`src/rtl/mode_switch_pipe.sv`:
```
// Mode-switched NTT/INTT datapath stage: one modular multiplier per lane is shared between the
// forward (memory -> butterfly) and return (butterfly -> memory) paths, with a drain-then-switch mode handshake.
module mode_switch_pipe #(
    parameter int WIDTH    = 12,
    parameter int LANES    = 4,
    parameter int Q        = 3329,
    parameter int MULT_LAT = 3
) (
    input  logic                   clk,
    input  logic                   rst_n,
    input  logic                   in_valid,
    output logic                   in_ready,
    input  logic [LANES*WIDTH-1:0] in_data,
    input  logic [LANES*WIDTH-1:0] in_tw,
    input  logic                   bf_valid,
    input  logic [LANES*WIDTH-1:0] bf_data,
    input  logic [LANES*WIDTH-1:0] bf_tw,
    output logic                   fwd_valid,
    output logic [LANES*WIDTH-1:0] fwd_data,
    output logic                   ret_valid,
    output logic [LANES*WIDTH-1:0] ret_data,
    input  logic                   mode_req,
    input  logic                   mode_in,
    output logic                   mode,
    output logic                   mode_ack
);

    localparam int DW = LANES * WIDTH;
    localparam logic [2*WIDTH-1:0] QW = (2*WIDTH)'(Q);

    function automatic logic [WIDTH-1:0] mod_q(input logic [2*WIDTH-1:0] p);
        logic [2*WIDTH-1:0] r;
        r = p % QW;
        return r[WIDTH-1:0];
    endfunction

    function automatic logic [DW-1:0] lane_modmul(input logic [DW-1:0] a, input logic [DW-1:0] b);
        logic [DW-1:0]      res;
        logic [2*WIDTH-1:0] prod;
        res = '0;
        for (int i = 0; i < LANES; i++) begin
            prod = {{WIDTH{1'b0}}, a[i*WIDTH +: WIDTH]} * {{WIDTH{1'b0}}, b[i*WIDTH +: WIDTH]};
            res[i*WIDTH +: WIDTH] = mod_q(prod);
        end
        return res;
    endfunction

    logic [MULT_LAT-1:0]         fwd_vld;
    logic [MULT_LAT-1:0]         ret_vld;
    logic [MULT_LAT-1:0][DW-1:0] mul_p;
    logic [MULT_LAT-1:0][DW-1:0] byp_p;
    logic                        mode_r;
    logic                        pending;
    logic                        pending_mode;
    logic                        ack_r;

    logic          accept;
    logic          drained;
    logic [DW-1:0] mul_a;
    logic [DW-1:0] mul_b;
    logic          mul_in_v;
    logic [DW-1:0] byp_in;
    logic          byp_in_v;

    assign accept   = in_valid && !pending;
    assign drained  = !(|fwd_vld) && !(|ret_vld) && !bf_valid;

    // Mode steers which path owns the multiplier; the other path rides the bypass delay line.
    assign mul_a    = mode_r ? bf_data  : in_data;
    assign mul_b    = mode_r ? bf_tw    : in_tw;
    assign mul_in_v = mode_r ? bf_valid : accept;
    assign byp_in   = mode_r ? in_data  : bf_data;
    assign byp_in_v = mode_r ? accept   : bf_valid;

    always_ff @(posedge clk or negedge rst_n) begin
        if (!rst_n) begin
            fwd_vld <= '0;
            ret_vld <= '0;
            mul_p   <= '0;
            byp_p   <= '0;
        end else begin
            fwd_vld[0] <= accept;
            ret_vld[0] <= bf_valid;
            if (mul_in_v) mul_p[0] <= lane_modmul(mul_a, mul_b);
            if (byp_in_v) byp_p[0] <= byp_in;
            for (int k = 1; k < MULT_LAT; k++) begin
                fwd_vld[k] <= fwd_vld[k-1];
                ret_vld[k] <= ret_vld[k-1];
                if (mode_r ? ret_vld[k-1] : fwd_vld[k-1]) mul_p[k] <= mul_p[k-1];
                if (mode_r ? fwd_vld[k-1] : ret_vld[k-1]) byp_p[k] <= byp_p[k-1];
            end
        end
    end

    // A new request takes priority over applying the old one, so a late overwrite always wins.
    always_ff @(posedge clk or negedge rst_n) begin
        if (!rst_n) begin
            mode_r       <= 1'b0;
            pending      <= 1'b0;
            pending_mode <= 1'b0;
            ack_r        <= 1'b0;
        end else begin
            ack_r <= 1'b0;
            if (mode_req) begin
                pending      <= 1'b1;
                pending_mode <= mode_in;
            end else if (pending && drained) begin
                mode_r  <= pending_mode;
                pending <= 1'b0;
                ack_r   <= 1'b1;
            end
        end
    end

    assign in_ready  = !pending;
    assign fwd_valid = fwd_vld[MULT_LAT-1];
    assign ret_valid = ret_vld[MULT_LAT-1];
    assign fwd_data  = mode_r ? byp_p[MULT_LAT-1] : mul_p[MULT_LAT-1];
    assign ret_data  = mode_r ? mul_p[MULT_LAT-1] : byp_p[MULT_LAT-1];
    assign mode      = mode_r;
    assign mode_ack  = ack_r;

endmodule

```
`config.mk`:
```
export PLATFORM = sky130hd
export DESIGN_NAME = mode_switch_pipe
export DESIGN_NICKNAME = d
export VERILOG_FILES = /design/src/rtl/mode_switch_pipe.sv
export SDC_FILE = /design/constraint.sdc
export NUM_CORES = 2
export LEC_CHECK = 0
export ABC_AREA = 1
export ABC_CLOCK_PERIOD_IN_PS = 26500
export CAP_MARGIN = 20
export CORE_ASPECT_RATIO = 0.5
export CORE_MARGIN = 2
export CORE_UTILIZATION = 40
export CTS_BUF_LIST = sky130_fd_sc_hd__clkbuf_4 sky130_fd_sc_hd__clkbuf_8 sky130_fd_sc_hd__clkbuf_16
export DETAILED_ROUTE_END_ITERATION = 6
export PLACE_DENSITY = 0.67
export SKIP_CTS_REPAIR_TIMING = 1
export SLEW_MARGIN = 5
export SYNTH_ARGS = -nofsm -noshare
export SYNTH_HDL_FRONTEND = slang
export SYNTH_SLANG_ARGS = --single-unit
```
`constraint.sdc`:
```
create_clock -name clk -period 26.5 [get_ports clk]
set_input_delay 5.3 -clock clk [delete_from_list [all_inputs] [get_ports clk]]
set_output_delay 5.3 -clock clk [all_outputs]
set_load 0.01 [all_outputs]
```
==> reports/results.txt <==
outcome: finished, violations left
failing checks: DRC
Hold Vio Cnt, Final: 0
FILL cells: 15348
post-synth top area share: 0.187
Max Cap Viol: 0
Synth Instances: 9230
nets: 10315
Primary FF master, synth: dfrtp_1
ys async rst share: 1.00
vias in the first global route: 53539
Final Slew Violations: 0
clock slew at reported path FFs: 0.06 ns
Final Non-Filler Cells: 11452
cell mode on critical path: nand2_1
final WL: 160000 um
crit path kind: primary input to flop
max incr delay on CP: 0.67 ns
CTS tree: yes
Sink Count: 298
deepest clock path buffer count: 3
synth top area cells: nand2_1, fa_1, dfrtp_1
setup TNS: 0 ns
hold_ws: 0.433 ns
DR iter-0 viols: 3642
vias: 56741
M1 GR Usage: 0.296
FMAX: 41.1 MHz
Initial Util: 0.404
first drt pass iteration count: 7
crit path max fanout: 22
area leader, netlist: nand2_1
# setup viols final: 0
sequential area share after synthesis: 0.126
Unique masters post-synth: 75
grt met2 use: 0.355
Syn Nets: 10092
Port Buffer Count: 298
cell row count: 99
routed length per instance: 14.0 um
Die Y: 276 um
io pins: 299
clock root buffer: clkbuf_16
CTS buffer count: 38
fraction of layout cells with a size suffix above 1: 0.139
CP required: 26.94 ns
Die ar.: 0.151 mm^2
Routed Antenna Nets: 0
area grow syn2layout: 10.3%
grt total ovfl: 0
die width: 547 um
final RePlAce weighted congestion: 0.921
CP Launch Type: primary input
core area: 0.146 mm^2
Ys Warns: 0
synthesized flop and latch total: 298
total track usage: 0.211
HP Class: flop to flop
Detailed Place HPWL: 132000 um
setup slack, reg-to-reg: 5.52 ns
worst path buffer plus inverter count: 10
crit path time final: 24.31 ns
largest net degree at the start of global routing: 110
Synth Cell Area: 0.0591 mm^2
Fin Clk Skew: 0.0197 ns
RSZ-0062 raised after global routing: no
crit path capture type: flop
first-pass GRT wire length: 269000 um
EDFF count, synth: 0
H-Tree Depth: 2
drt drc: 16
busiest grt layer: met2
placed cell count: 11380
Tightest Pin Transition: 1.10 ns
antenna violations before repair: 1
post-layout util: 0.445
CP arrival: 24.75 ns
met3 Resource Use GR: 0.0183
syn_area_per_cell: 6.40 um^2
delay-heaviest family, CP: simple AND/OR/NAND/NOR gates
max_slew headroom: 0.260
clk_lat worst skew: 0.56 ns
Period Utilization, post-route: 0.917
Via-to-Cell Ratio: 4.95
Critical Path Slowest Stage Cell: o21ai_0
through the flow:
stage / setup WS [ns] / area (um^2)
2_1_floorplan: 6.16 / 59100
3_3_place_gp: 1.80 / 63700
3_5_place_dp: 1.72 / 63700
4_1_cts: 2.28 / 65100
5_1_grt: 0.303 / 65100
6_report: 2.19 / 65100
layout by cell type (no fill, tap or decap), types with 9 or more instances in the layout:
cell type	count
nand2_1	2930
inv_1	1407
nand3_1	757
nor2_1	692
nand2_2	407
fa_1	400
o21ai_0	379
dfrtp_1	297
clkdlybuf4s50_1	297
ha_1	264
nand4_1	168
xor2_1	153
nor2_2	126
nand2_4	123
a21oi_1	108
or2_2	99
mux2_2	96
nand3_2	81
o21ai_1	67
inv_2	64
nor2_4	61
buf_4	54
a31oi_1	49
nand3b_1	47
clkinv_1	45
clkbuf_16	39
nor3_1	37
o21ai_2	36
xnor2_1	35
a21oi_2	22
a21oi_4	13
nand3_4	12
clkinv_2	9
worst paths after layout:
| check | cells after the start | start | endpoint |
|---|---|---|---|
| worst max-delay path | 105 | in_data[18] | mul_p[19] |
| worst min-delay path | 0 | ret_vld[0] | ret_vld[1] |
| worst max register to register | 104 | mode | mul_p[31] |
| worst min register to register | 0 | ret_vld[0] | ret_vld[1] |
| max in group asynchronous | 4 | rst_n | mul_p[113] |
| min in group asynchronous | 1 | rst_n | pending_mode |
flip-flops by register name (all words and copies together) (netlist names):
name,flops
mul_p,144
pending_mode,1
mode_ack,1
mode,1
pending,1
fwd_vld,3
byp_p,144
ret_vld,3
worst register-to-register path, delay by kind of cell (launching register included):
family | cells | cell delay, ns
AND/OR/NAND/NOR | 75 | 11.72
adder cells (fa/ha/maj) | 7 | 2.98
buffers and inverters | 14 | 2.94
AO/OA/AOI/OAI | 7 | 2.04
flip-flops | 1 | 0.75
XOR/XNOR | 1 | 0.40
layout make-up:
cell class	instances	area [um^2]	area share
inverter	1531	5790	0.0889
clock inverter	20	274	0.00421
sequential	298	7460	0.115
timing repair buffer	354	3430	0.0527
multi-input combinational	7230	44600	0.685
tap	1969	2460	0.0378
clock buffer	49	1090	0.0167
antenna	1	2.50	0.0000384
metal layers:
layer | vias up | routed length [um]
met5 | - | 0
met1 | 26373 | 77000
met4 | 0 | 2770
met2 | 1079 | 73700
met3 | 161 | 6790
li1 | 29128 | -
logic make-up (layout without fill, tap and decap cells):
logic type,count (synthesis),after routing,synth area share
multiplexers,96,96,0.0183
flip-flops,298,298,0.126
AO/OA/AOI/OAI,707,707,0.0695
adder cells (fa/ha/maj),664,664,0.192
other,0,1,0
XOR/XNOR,195,195,0.0300
AND/OR/NAND/NOR,5568,5568,0.445
buffers and inverters,1702,1954,0.119
Yosys cell counts (all sizes together), types with 78 or more instances:
master and number:
dfrtp 298, a21oi 143, xor2 158, inv 1479
nand4 176, mux2 96, fa 400, nand3 850
nand2 3462, buf 78, nor2 881, or2 100
ha 264, o21ai 485, clkbuf 90
Power is left out: the tool's default activity adds up to more than one toggle a clock period on the data nets, which glitch-free logic cannot reach.
